$ cat src/rtl/round_robin_arbiter_pkg.sv
// Shared helpers for the round-robin arbiter: index arithmetic with explicit wrap,
// so non-power-of-two input counts rotate correctly.
package round_robin_arbiter_pkg;

  function automatic int wrap_inc(input int idx, input int n);
    return (idx + 1 >= n) ? 0 : idx + 1;
  endfunction

endpackage

$ cat src/rtl/rr_grant_logic.sv
// Combinational round-robin grant: rotate requests by ptr, priority-encode the
// lowest set bit, then rotate the result back into absolute index space.
module rr_grant_logic #(
  parameter int p_ninputs = 4
) (
  input  logic [p_ninputs-1:0]         req,
  input  logic [$clog2(p_ninputs)-1:0] ptr,
  output logic [p_ninputs-1:0]         grant,
  output logic [$clog2(p_ninputs)-1:0] grant_idx,
  output logic                         any_req
);
  localparam int c_idx_w = $clog2(p_ninputs);

  logic [2*p_ninputs-1:0] dbl;
  logic [p_ninputs-1:0]   rot;
  logic [c_idx_w-1:0]     off;
  logic [c_idx_w:0]       sum;
  logic                   found;

  always_comb begin
    dbl     = {req, req} >> ptr;
    rot     = dbl[p_ninputs-1:0];
    any_req = |req;
    off     = '0;
    found   = 1'b0;
    for (int i = 0; i < p_ninputs; i++) begin
      if (!found && rot[i]) begin
        off   = c_idx_w'(i);
        found = 1'b1;
      end
    end
    // ptr + off can exceed p_ninputs-1 only by less than p_ninputs, so one subtract wraps it.
    sum = {1'b0, ptr} + {1'b0, off};
    if (sum >= (c_idx_w+1)'(p_ninputs))
      sum = sum - (c_idx_w+1)'(p_ninputs);
    grant_idx        = sum[c_idx_w-1:0];
    grant            = '0;
    grant[grant_idx] = any_req;
  end

endmodule

$ cat src/rtl/round_robin_arbiter.sv
// Merges p_ninputs valid/ready streams into one registered stream, fairly by round robin.
// Handshake: a transfer happens on an edge where val && rdy; istream_val must not depend on istream_rdy.
module round_robin_arbiter
  import round_robin_arbiter_pkg::*;
#(
  parameter int p_nbits   = 32,
  parameter int p_ninputs = 4
) (
  input  logic                         clk,
  input  logic                         reset,
  input  logic [p_ninputs-1:0]         istream_val,
  input  logic [p_nbits-1:0]           istream_msg [p_ninputs-1:0],
  output logic [p_ninputs-1:0]         istream_rdy,
  output logic                         ostream_val,
  output logic [p_nbits-1:0]           ostream_msg,
  output logic [$clog2(p_ninputs)-1:0] ostream_src,
  input  logic                         ostream_rdy
);
  localparam int c_idx_w = $clog2(p_ninputs);

  logic [c_idx_w-1:0]   ptr;
  logic [p_ninputs-1:0] grant;
  logic [c_idx_w-1:0]   grant_idx;
  logic                 any_req;
  logic                 load_en;
  logic                 fire_in;

  rr_grant_logic #(.p_ninputs(p_ninputs)) grant_logic (
    .req       (istream_val),
    .ptr       (ptr),
    .grant     (grant),
    .grant_idx (grant_idx),
    .any_req   (any_req)
  );

  // Reset gating keeps senders from believing a message was taken on the reset edge.
  assign load_en     = (!ostream_val || ostream_rdy) && !reset;
  assign fire_in     = load_en && any_req;
  assign istream_rdy = load_en ? grant : '0;

  always_ff @(posedge clk) begin
    if (reset) begin
      ostream_val <= 1'b0;
      ostream_msg <= '0;
      ostream_src <= '0;
      ptr         <= '0;
    end else if (fire_in) begin
      ostream_val <= 1'b1;
      ostream_msg <= istream_msg[grant_idx];
      ostream_src <= grant_idx;
      ptr         <= c_idx_w'(wrap_inc(int'(grant_idx), p_ninputs));
    end else if (ostream_rdy) begin
      ostream_val <= 1'b0;
    end
  end

endmodule
$ cat config.mk
export PLATFORM = sky130hd
export DESIGN_NAME = round_robin_arbiter
export DESIGN_NICKNAME = d
export VERILOG_FILES = /design/src/rtl/round_robin_arbiter_pkg.sv /design/src/rtl/rr_grant_logic.sv /design/src/rtl/round_robin_arbiter.sv
export SDC_FILE = /design/constraint.sdc
export NUM_CORES = 1
export LEC_CHECK = 0
export BUFFER_PORTS_ARGS = -buffer_cell sky130_fd_sc_hd__buf_2
export CAP_MARGIN = 20
export CORE_ASPECT_RATIO = 1.4
export CORE_MARGIN = 2
export CORE_UTILIZATION = 43
export CTS_CLUSTER_SIZE = 16
export DETAILED_ROUTE_END_ITERATION = 16
export PLACE_DENSITY = 0.84
export SYNTH_ARGS = -nofsm -noshare
export SYNTH_HDL_FRONTEND = slang
export SYNTH_SLANG_ARGS = --single-unit
$ cat constraint.sdc
create_clock -name clk -period 2.5 [get_ports clk]
set_clock_uncertainty 0.05 [all_clocks]
set_input_delay 0 -clock clk [delete_from_list [all_inputs] [get_ports clk]]
set_output_delay 0 -clock clk [all_outputs]
set_load 0.005 [all_outputs]
== After elaboration in Yosys (flattened, before gate mapping) ==
Cells that the tools add are included.

* Bits of input ports: 135
* Word-level logic and storage cells: 42
* Output and inout port bits: 39
* Register bits after elaboration: 37

* Muxes and demuxes: 15
* $add $sub $neg: 3
* Reductions and logical operators: 14
* Shift-type cells: 1
* Bitwise operators: 1
* Order comparisons: 4

{| class="wikitable"
|+ Operators by type and width
! cell !! count
|-
| binary-select mux 32 bit (select 2 bit) || 1
|-
| 2-to-1 mux 32 bit || 1
|-
| 2-to-1 mux 2 bit || 4
|-
| >> shifter 8 x 2 -> 4 bit || 1
|-
| 2-to-1 mux 1 bit || 7
|-
| >= comparator 3 bit, second input constant || 2
|-
| logical AND 1 bit || 6
|-
| logical NOT 1 bit || 5
|-
| AND 4 bit || 1
|-
| 2-to-1 mux 4 bit || 1
|-
| OR reduction 4 bit || 1
|-
| adder 2 x 1 -> 3 bit, second input constant || 1
|-
| adder 2 x 2 -> 3 bit || 1
|-
| less-than comparator 2 x 3 -> 1 bit, second input constant || 1
|-
| demux 1 bit (select 2 bit) || 1
|-
| >= comparator 2 x 1 -> 1 bit, second input constant || 1
|-
| nonzero test 2 bit || 1
|-
| subtractor 2 x 1 -> 2 bit, second input constant || 1
|-
| logical OR 1 bit || 1
|}

== Longest topological paths before layout ==
Gate-level depths: netlist of the first run.

* Word-level depth: 20
* Mapped depth: 13
* Depth with buffers taken out: 11

== Cells and area by module ==
From an unflattened synthesis of the first run, not the netlist that was laid out.

* Cell total of the unflattened synthesis: 259
* Area, all modules: 2643.8 sq um

{| class="wikitable"
|+ By module, submodules not included
! module !! cells an instance !! times used !! area an instance (sq um) !! seq. area each (sq um)
|-
| round_robin_arbiter || 219 || 1 || 2366.0 || 740.7
|-
| rr_grant_logic || 40 || 1 || 277.8 || 0.0
|}

== Worst setup path before layout of the first run ==
No wires, ideal clock.

* Kind: register to register
* From: reg ptr[0]
* To: reg ostream_msg[0]
* Arrival time: 2.365 ns
* Setup slack: -0.048 ns
* Stages on the path, launching flop included: 13
* Buffers on the path: 4
* Setup time: 0.133 ns
* Required time: 2.317 ns
* Period minus slack after synthesis: 2.548 ns
* Cells stage by stage: dfxtp_1 > buf_2 > nor3_1 > a311oi_1 > o21ai_0 > ha_1 > clkbuf_1 > buf_2 > buf_2 > mux2i_1 > nor3_1 > mux2i_1 > a31oi_1

* Longest elaborated chain between the ends: 16
* Elaborated cells between the ends (all ways): 19
* Those cells by class: 2 x add/sub; 1 x order compare; 1 x shift; 9 x mux; 6 x reduce/logical

{| class="wikitable"
|+ Ends and longest elaborated chain
! item !! RTL line !! RTL
|-
| from (decl) || round_robin_arbiter.sv:21 || <nowiki>logic [c_idx_w-1:0] ptr;</nowiki>
|-
| from (signal assigned) || round_robin_arbiter.sv:51 || <nowiki>ptr <= c_idx_w'(wrap_inc(int'(grant_idx), p_ninputs));</nowiki>
|-
| >> shifter 8 x 2 -> 4 bit || rr_grant_logic.sv:21 || <nowiki>dbl = {req, req} >> ptr;</nowiki>
|-
| 2-to-1 mux 1 bit || rr_grant_logic.sv:27 || <nowiki>if (!found && rot[i]) begin</nowiki>
|-
| logical NOT 1 bit || rr_grant_logic.sv:27 ||
|-
| logical AND 1 bit || rr_grant_logic.sv:27 ||
|-
| 2-to-1 mux 1 bit || rr_grant_logic.sv:27 ||
|-
| logical NOT 1 bit || rr_grant_logic.sv:27 ||
|-
| logical AND 1 bit || rr_grant_logic.sv:27 ||
|-
| 2-to-1 mux 1 bit || rr_grant_logic.sv:27 ||
|-
| logical NOT 1 bit || rr_grant_logic.sv:27 ||
|-
| logical AND 1 bit || rr_grant_logic.sv:27 ||
|-
| 2-to-1 mux 2 bit || rr_grant_logic.sv:27 ||
|-
| adder 2 x 2 -> 3 bit (*) || rr_grant_logic.sv:33 || <nowiki>sum = {1'b0, ptr} + {1'b0, off};</nowiki>
|-
| >= comparator 3 bit / subtractor 2 x 1 -> 2 bit (equally long branches) || rr_grant_logic.sv:34, rr_grant_logic.sv:35 ||
|-
| 2-to-1 mux 2 bit (*) || rr_grant_logic.sv:34 || <nowiki>if (sum >= (c_idx_w+1)'(p_ninputs))</nowiki>
|-
| net grant_idx[0] || round_robin_arbiter.sv:23 || <nowiki>logic [c_idx_w-1:0] grant_idx;</nowiki>
|-
| binary-select mux 32 bit (select 2 bit) (*) || round_robin_arbiter.sv:49 || <nowiki>ostream_msg <= istream_msg[grant_idx];</nowiki>
|-
| 2-to-1 mux 32 bit (not written as such) (*) || round_robin_arbiter.sv:49 ||
|-
| to (signal assigned) || round_robin_arbiter.sv:49 ||
|-
| to (decl) || round_robin_arbiter.sv:15 || <nowiki>output logic [p_nbits-1:0] ostream_msg,</nowiki>
|}

The timed path passes the listed nets; every way through them passes the cells marked *. The select of a mux whose other input is x is not followed.
A chain may end at the register's enable or synchronous reset.

== Final worst setup path of the first run ==
* From: reg ptr[0]
* To: out istream_rdy[3]

* Longest elaborated chain between the ends: 20
* Elaborated cells between the ends (all ways): 24
* Those cells by class: 2 x add/sub; 3 x order compare; 1 x shift; 10 x mux; 1 x bitwise; 7 x reduce/logical

{| class="wikitable"
|+ Ends and longest elaborated chain
! item !! RTL line !! RTL
|-
| >> shifter 8 x 2 -> 4 bit || rr_grant_logic.sv:21 ||
|-
| 2-to-1 mux 1 bit || rr_grant_logic.sv:27 ||
|-
| logical NOT 1 bit || rr_grant_logic.sv:27 ||
|-
| logical AND 1 bit || rr_grant_logic.sv:27 ||
|-
| 2-to-1 mux 1 bit || rr_grant_logic.sv:27 ||
|-
| logical NOT 1 bit || rr_grant_logic.sv:27 ||
|-
| logical AND 1 bit || rr_grant_logic.sv:27 ||
|-
| 2-to-1 mux 1 bit || rr_grant_logic.sv:27 ||
|-
| (+4 left out) || -- ||
|-
| >= comparator 3 bit / subtractor 2 x 1 -> 2 bit (equally long branches) || rr_grant_logic.sv:34, rr_grant_logic.sv:35 ||
|-
| 2-to-1 mux 2 bit (*) || rr_grant_logic.sv:34 ||
|-
| less-than comparator 2 x 3 -> 1 bit (not written as such) / >= comparator 2 x 1 -> 1 bit (equally long branches) || rr_grant_logic.sv:38 || <nowiki>grant[grant_idx] = any_req;</nowiki>
|-
| logical AND 1 bit (not written as such) || rr_grant_logic.sv:38 ||
|-
| 2-to-1 mux 1 bit (not written as such) || rr_grant_logic.sv:38 ||
|-
| demux 1 bit (select 2 bit) (*) || -- ||
|-
| AND 4 bit (no source line) (*) || -- ||
|-
| 2-to-1 mux 4 bit (*) || round_robin_arbiter.sv:39 || <nowiki>assign istream_rdy = load_en ? grant : '0;</nowiki>
|-
| to (decl) || round_robin_arbiter.sv:13 || <nowiki>output logic [p_ninputs-1:0] istream_rdy,</nowiki>
|}

Every way passes the cells marked *; elsewhere a longest branch is shown, timed or not.

==> impl_metrics.tcl, run 1 <==
set metrics [dict create \
    met1_usage_pct 26.25 \
    fillers 716 \
    worst_pin_slew_ps 817.5 \
    synth_edf_count 0 \
    grt_max_degree 167 \
    grt_pass1_wl_um 17100 \
    vias_per_cell 5.712 \
    ios 174 \
    postSynthAreaPerCell_um2 7.878 \
    htree_levels 2 \
    clk_pin_slew_ps 50 \
    setup_ws_ps 128.2 \
    syn-cell-area_um2 3616 \
    holdPathStages 3 \
    powerDensity_nw_per_um2 1114 \
    fin_cells 708 \
    ctsHoldBuffers 0 \
    area_growth_syn_to_layout_pct 32.18 \
    globalRoute.busiestLayer "met2" \
    multi_input_area_um2 2649 \
    fp.dieW_um 81.50 \
    place.gp.congestion 0.7973 \
    antenna_cells 0 \
    drive_gt1_share_pct 35.48 \
    min_path_type "in -> reg" \
    grt_use_total_pct 23.03 \
    ir_drop_mv 0.6623 \
    num_vias 4044 \
    clock_latency_ps 280 \
    num_rows 39 \
    holdWs_ps 90.58 \
    dr.first_iter.drc_count 271 \
    overflow 0 \
    syn_inst 459 \
    async_flop_share_pct 0 \
    dr.pass1.iters 6 \
    grt_pass1_vias 3803 \
    preCtsSetupSlack_ps 47.35 \
    timing.rr.end "ostream_msg[25]" \
    relSlewSlack_pct 45.50 \
    cts-root-buf "clkbuf_16" \
    reg2reg_from "ptr[0]" \
    io_buffers 173 \
    cts_sinks 37 \
    antenna_left 0 \
    ys_seq_area_share_pct 20.48 \
    outcome "finished, final reports clean" \
    p_leak_nw 2.297 \
    setup.worst_path.start_class "register" \
    drv_cap 0 \
    cts_max_path_buffers 2 \
    setup_violations 0 \
    initial_utilization_pct 44.37 \
    reg2reg_setup_slack_ps 170 \
    fin_tns_setup_ps 0 \
    numCtsBuffers 5 \
    required_ps 2450 \
    arrival_ps 2320 \
    wl_um 10740 \
    wl_per_cell_um 15.17 \
    drcViolationCount 0 \
    syn_nets 596 \
    critical_path_class "reg -> out" \
    fin_util_pct 58.65 \
    grt_util_met3_pct 3.617 \
    p_total_mw 5.326 \
    rr_worst_depth 9 \
    seq_area_um2 742.0 \
    hold_violations 0 \
    synthFlopType "dfxtp_1" \
    ys_warn_count 0 \
    period_minus_slack_ps 2372 \
    synth.distinct_cells 31 \
    antenna_found_initial 0 \
    cts_tree "yes" \
    core_area_um2 8149 \
    die_h_um 112.5 \
    timing.fmax_ghz 0.4216 \
    hold_end "ostream_val" \
    post-route-period-util_pct 94.87 \
    ys_seq_elements 37 \
    die_area_um2 9169 \
    place_area_um2 4583 \
    nets 742 \
    slew_violations 0 \
    dp_cells 695 \
    cp-end-kind "output pin" \
    path_max_fanout 8 \
    grt_util_met2_pct 41.20 \
    final_area_um2 4780 \
    dp_hpwl_um 7809 \
    min_from "istream_val[3]" \
]
==> cell usage in the layout (no fill, tap or decap), types with 2 or more instances in the layout <==
cell type / count
buf_2: 173
nor3_1: 130
mux2i_1: 126
nand2_1: 36
dfxtp_1: 36
a31oi_1: 33
buf_4: 14
nor2_1: 9
buf_12: 7
clkbuf_16: 5
nand2b_1: 3
nor4_1: 3
a21oi_1: 3
inv_1: 2
o32ai_2: 2
mux2i_2: 2
a211oi_1: 2
clkinv_2: 2
==> Yosys cell counts (3+ instances only) <==
cell        n  area, um^2
buf_2      27       135.1
nor3_1    130       650.6
a31oi_1    33       206.5
clkbuf_1   19       71.32
nor2_1      9       33.78
mux2i_1   128        1281
buf_6       3       33.78
buf_4       6       45.04
nand2_1    36       135.1
nand2b_1    3       18.77
nor4_1      3       18.77
dfxtp_1    37       740.7
a21oi_1     3       15.01
==> sequential cells by signal, summed over array words and instances, names as in the netlist <==
name and count:
ostream_msg 32, ostream_src 2, ptr 2, ostream_val 1
==> worst max-delay path by stage <==
stage	startpoint	cells after the start	to
final	ptr[0]	9	istream_rdy[3]
after global routing	ptr[0]	9	ostream_msg[19]
after CTS	ptr[0]	10	istream_rdy[3]
after detailed placement	ptr[0]	9	ostream_msg[25]
after global placement	ptr[0]	9	ostream_msg[2]
after floorplan	ptr[0]	12	ostream_msg[0]
==> layer usage <==
metal  share of wire (%)  up-vias
met4                 3.0        0
li1                    -     1991
met5                   0        -
met2                  54      166
met1                  38     1859
met3                 5.7       28
==> power by group <==
| part | switching, mW | leakage (nW) | internal, mW |
|---|---|---|---|
| clock network | 0.247 | 0.0706 | 0.366 |
| logic | 1.92 | 1.92 | 1.80 |
| registers | 0.152 | 0.307 | 0.836 |
| total | 2.32 | 2.30 | 3.00 |
==> logic make-up (layout without fill, tap and decap cells) <==
group | count (synthesis) | after routing | synth area share (%)
DFF | 37 | 37 | 20.48
xor gates and xnor gates | 3 | 3 | 0.9345
and+or+nand+nor | 184 | 184 | 24.46
muxes | 128 | 128 | 35.43
AOI/OAI and AO/OA | 47 | 47 | 9.792
buffers and inverters | 58 | 205 | 8.201
adders and majority gates | 2 | 2 | 0.6919
==> what timing repair did <==
item / CTS / global route
hold endpoints to repair: 0 / 0
endpoints found under the setup margin: 2 / 34
pin swaps: 0 / 3
setup buffers: 0 / 5
gates resized for setup: 2 / 3
==> layout make-up <==
type | count | share of cell area [%]
clock buffers | 6 | 2.696
clock inverters | 2 | 0.2094
inverters | 3 | 0.2356
multi-input cells | 364 | 55.42
well taps | 102 | 2.670
flip-flops and latches | 37 | 15.52
repair buffers | 194 | 23.25
==> critical path, stage by stage, from the launching register on <==
cell	delay (ps)
dfxtp_2	360
o311a_1	360
o21ai_1	220
ha_4	240
xnor2_4	150
xnor2_2	160
inv_2	80
ha_1	170
nor3b_1	130
buf_2	160
Note: power is estimated with default switching activity, not from simulation.
==> run 2, diff against run 1 <==
- SETUP_SLACK_MARGIN: not set -> 0.5
==> impl_metrics.tcl, run 2 (synthesized netlist as in run 1, its figures left out) <==
set metrics [dict create \
    powerDensity_nw_per_um2 1300 \
    cp_slowest_stage_delay_ps 380 \
    overflow 0 \
    cp_slowest_cell "dfxtp_4" \
    path_max_fanout 8 \
    holdWs_ps 90.22 \
    p_leak_nw 2.472 \
    outcome "finished, final reports clean" \
    grt_pass1_wl_um 19460 \
    top_regs "ostream_msg: 32 flops, ostream_src: 2 flops, ptr: 2 flops" \
    cp-end-kind "register" \
    setup.worst_path.start_class "register" \
    largest_reg_flops 32 \
    ctsHoldBuffers 0 \
    dr.pass1.iters 5 \
    largest_register "ostream_msg" \
    initial_utilization_pct 44.37 \
    drive_gt1_share_pct 47.68 \
    drv_cap 0 \
    timing.rr.end "ostream_msg[17]" \
    slew_violations 0 \
    grt_max_degree 96 \
    setup_violations 0 \
    ios 174 \
    reg2reg_from "ptr[0]" \
    rr_worst_depth 9 \
    wl_um 13620 \
    area_growth_syn_to_layout_pct 59.00 \
    grt_setup_unrepaired "yes" \
    ir_drop_mv 0.9809 \
    worst_pin_slew_ps 837.6 \
    htree_levels 2 \
    cts_sinks 37 \
    cts-root-buf "clkbuf_16" \
    antenna_cells 0 \
    die_area_um2 9169 \
    num_vias 4484 \
    required_ps 2640 \
    dr.first_iter.drc_count 290 \
    relSlewSlack_pct 43.66 \
    p_total_mw 7.476 \
    hold_violations 0 \
    crit_chain "o311a_1, o21ai_2, ha_4, buf_6, buf_16, mux2i_4, nor3_1, mux2i_1, a31oi_1" \
    core_area_um2 8149 \
    antenna_left 0 \
    antenna_found_initial 0 \
    post-route-period-util_pct 94.55 \
    place.gp.congestion 0.7405 \
    startpoint "ptr[0]" \
    reg2reg_setup_slack_ps 140 \
    fillers 566 \
    cts_max_path_buffers 2 \
    critical_path_class "reg -> reg" \
    crit_path_end "ostream_msg[17]" \
    fin_tns_setup_ps 0 \
    final_common_cell "buf_2" \
    min_path_type "in -> reg" \
    dp_hpwl_um 7698 \
    die_h_um 112.5 \
    arrival_ps 2500 \
    clock_latency_ps 270 \
    wl_per_cell_um 18.74 \
    clk_pin_slew_ps 60 \
    vias_per_cell 6.168 \
    drcViolationCount 0 \
    num_rows 39 \
    cts_tree "yes" \
    final_cell_mix "buf_2, nor3_1, mux2i_1, dfxtp_1, nand2_1" \
    io_buffers 173 \
    nets 761 \
    grt_use_total_pct 26.48 \
    period_minus_slack_ps 2364 \
    fp.dieW_um 81.50 \
    numCtsBuffers 5 \
    grt_pass1_vias 4205 \
    timing.fmax_ghz 0.4231 \
]
[run 2: changes by cell type in the layout (fill, tap and decap cells not counted), moves of 2 or more]
cell	delta
buf_16	+6
buf_4	-2
buf_6	+5
buf_8	+2
clkbuf_1	+2
clkbuf_16	+7
clkinv_2	-2
mux2i_1	-49
mux2i_2	+19
mux2i_4	+30
nor3_1	-10
nor3_2	+10
nor4_1	-2
nor4_2	+2
[run 2: stage by stage]
step | instances | util (%) | setup slack [ps] | instance area, um^2
after floorplan | 459 | - | 317.5 | 3705
after global placement | 692 | 55.89 | 277.8 | 4554
after detailed placement | 692 | 55.89 | 118.7 | 4554
after CTS | 716 | 63.90 | 303.6 | 5207
after global routing | 727 | 70.55 | 11.14 | 5749
final | 727 | 70.55 | 136.3 | 5749
[run 2: per-layer routing]
metal,vias to the layer above,part of all wire [%],routed length [um],global-route usage [%]
met4,0,2.9,389,11.75
li1,2042,-,-,-
met1,2140,35,4764,30.05
met5,-,0,0,0
met2,263,55,7480,48.09
met3,39,7.2,987,3.055
[run 2: where the power goes]
part / internal, mW / leakage (nW) / total, mW / switching (mW)
combinational: 3.15 / 2.10 / 5.87 / 2.73
clock: 0.371 / 0.0652 / 0.613 / 0.241
sequential: 0.838 / 0.307 / 0.989 / 0.151
[run 2: worst min path at each step]
stage | start | slack (ps) | endpoint | cells after the start
2_1_floorplan | istream_val[3] | 150 | ostream_val | 2
3_3_place_gp | ostream_src[0] | 350 | ostream_src[0] | 1
3_5_place_dp | ostream_msg[1] | 350 | ostream_msg[1] | 1
4_1_cts | ostream_rdy | 80 | ostream_val | 3
5_1_grt | ostream_rdy | 120 | ostream_val | 3
6_report | ostream_rdy | 90 | ostream_val | 3
[run 2: cell type report]
type / instances / area (um^2) / share of cell area (%)
well taps: 102 / 127.6 / 2.220
clock buffers: 8 / 136.4 / 2.372
flip-flops and latches: 37 / 744.5 / 12.95
multi-input cells: 364 / 3187 / 55.43
repair buffers: 213 / 1543 / 26.83
inverters: 3 / 11.26 / 0.1959
[run 2: timing repair]
| action | 4_1_cts | 5_1_grt |
|---|---|---|
| gates cloned | 5 | 8 |
| buffers inserted | 11 | 3 |
| hold endpoints to repair | 0 | 0 |
| resized for setup | 64 | 52 |
| setup endpoints to repair | 37 | 38 |
| pin swaps | 11 | 9 |
[run 2: critical path, delay by kind of cell (launching register included)]
kind | cells | cell delay, ps
compound gates | 3 | 700
flops | 1 | 380
mux | 2 | 350
buf+inv | 2 | 280
fa+ha+maj | 1 | 260
simple gates | 1 | 250
==> run 3, diff against run 2 <==
- CORE_ASPECT_RATIO: 1.4 -> 1.75
==> impl_metrics.tcl, run 3 (synthesized netlist as in run 1, its figures left out) <==
set metrics [dict create \
    wl_per_cell_um 19.36 \
    num_vias 4437 \
    htree_levels 2 \
    cts_sinks 37 \
    reg2reg_from "ptr[0]" \
    arrival_ps 2460 \
    io_buffers 173 \
    powerDensity_nw_per_um2 1260 \
    fillers 595 \
    nets 759 \
    die_h_um 125.3 \
    numCtsBuffers 5 \
    grt_setup_unrepaired "yes" \
    dp_hpwl_um 7636 \
    grt_use_total_pct 26.83 \
    setup_violations 0 \
    min_from "ostream_rdy" \
    relSlewSlack_pct 36.69 \
    reg2reg_setup_slack_ps 120 \
    drv_cap 0 \
    outcome "finished, final reports clean" \
    fin_tns_setup_ps 0 \
    cts_tree "yes" \
    overflow 0 \
    critical_path_class "reg -> reg" \
    cp-end-kind "register" \
    grt_pass1_wl_um 19800 \
    rr_worst_depth 10 \
    setup.worst_path.start_class "register" \
    dr.pass1.iters 5 \
    antenna_found_initial 1 \
    die_area_um2 9188 \
    path_max_fanout 11 \
    final_cell_mix "buf_2, nor3_1, mux2i_1, nand2_1, dfxtp_1" \
    top_regs "ostream_msg: 32 flops, ostream_src: 2 flops, ptr: 2 flops" \
    grt_max_degree 128 \
    ios 174 \
    required_ps 2580 \
    hold_violations 0 \
    slew_violations 0 \
    ir_drop_mv 0.8324 \
    wl_um 13860 \
    preCtsSetupSlack_ps -29.81 \
    setup_ws_ps 124.0 \
    antenna_left 0 \
    period_minus_slack_ps 2376 \
    drcViolationCount 0 \
    place.gp.congestion 0.8046 \
    cts_max_path_buffers 2 \
    clk_pin_slew_ps 60 \
    drive_gt1_share_pct 48.80 \
    grt_pass1_vias 4261 \
    core_area_um2 8258 \
    worst_pin_slew_ps 949.6 \
    fp.dieW_um 73.32 \
    dr.first_iter.drc_count 374 \
    timing.rr.end "ostream_msg[17]" \
    clock_latency_ps 290 \
    holdPathStages 3 \
    vias_per_cell 6.197 \
    num_rows 44 \
    initial_utilization_pct 43.79 \
    final_common_cell "buf_2" \
    p_leak_nw 2.487 \
    cts-root-buf "clkbuf_16" \
    timing.fmax_ghz 0.4209 \
    place_area_um2 4579 \
    largest_register "ostream_msg" \
    min_path_type "in -> reg" \
    largest_reg_flops 32 \
    holdWs_ps 82.44 \
    area_growth_syn_to_layout_pct 58.58 \
    hold_end "ostream_val" \
    final_area_um2 5734 \
    post-route-period-util_pct 95.04 \
]
## run 3: cell count changes in the layout (fill, tap and decap cells not counted), sizes merged
cell and delta:
buf +4, clkbuf -6, diode +1
## run 3: worst max path at each step
stage	endpoint	depth (start not counted)	from
after detailed placement	ostream_msg[12]	9	ptr[0]
after CTS	istream_rdy[3]	9	ptr[0]
after global placement	ostream_msg[29]	9	ptr[0]
after global routing	ostream_msg[10]	10	ptr[0]
after floorplan	ostream_msg[0]	11	ptr[0]
final	ostream_msg[17]	10	ptr[0]
## run 3: per-layer routing
layer,wire [um],GRT usage (%),vias up
met5,0,0,-
met4,624,15.61,0
met3,831,4.190,56
met2,7542,46.85,253
met1,4866,29.53,2074
li1,-,-,2054
## run 3: area by class of cell
cell class	count	area [um^2]	area share [%]
multi-input cells	364	3239	56.49
repair buffers	211	1485	25.90
flip-flops and latches	37	744.5	12.98
inverters	3	11.26	0.1964
diodes	1	2.502	0.04364
well taps	92	115.1	2.007
clock buffers	8	136.4	2.378
## run 3: per-stage QoR
step / instances / power [mW] / util, %
final: 716 / 7.228 / 69.44
after global placement: 687 / 4.450 / 55.45
after detailed placement: 687 / 4.591 / 55.45
after CTS: 714 / 6.330 / 63.48
after global routing: 716 / 7.596 / 69.44
after floorplan: 459 / 3.697 / -
## run 3: repair_timing
action / CTS / global route
hold buffers: 0 / 0
endpoints found under the hold margin: 0 / 0
buffers inserted: 13 / 0
cloned: 6 / 1
setup endpoints to repair: 37 / 38
pin swaps: 10 / 25
resized for setup: 54 / 83
## run 3: report_power, final
part	internal (mW)	switching [mW]	leakage [nW]
logic	2.92	2.67	2.11
registers	0.838	0.160	0.307
clock network	0.372	0.270	0.0652
## run 3: critical path, stage by stage, from the launching register on
cell and delay (ps):
dfxtp_4 430, nor3_4 50, a311oi_2 300, o21ai_2 120
ha_4 290, buf_4 160, buf_12 160, mux2i_2 260
nor3_1 80, mux2i_1 190, a31oi_1 110
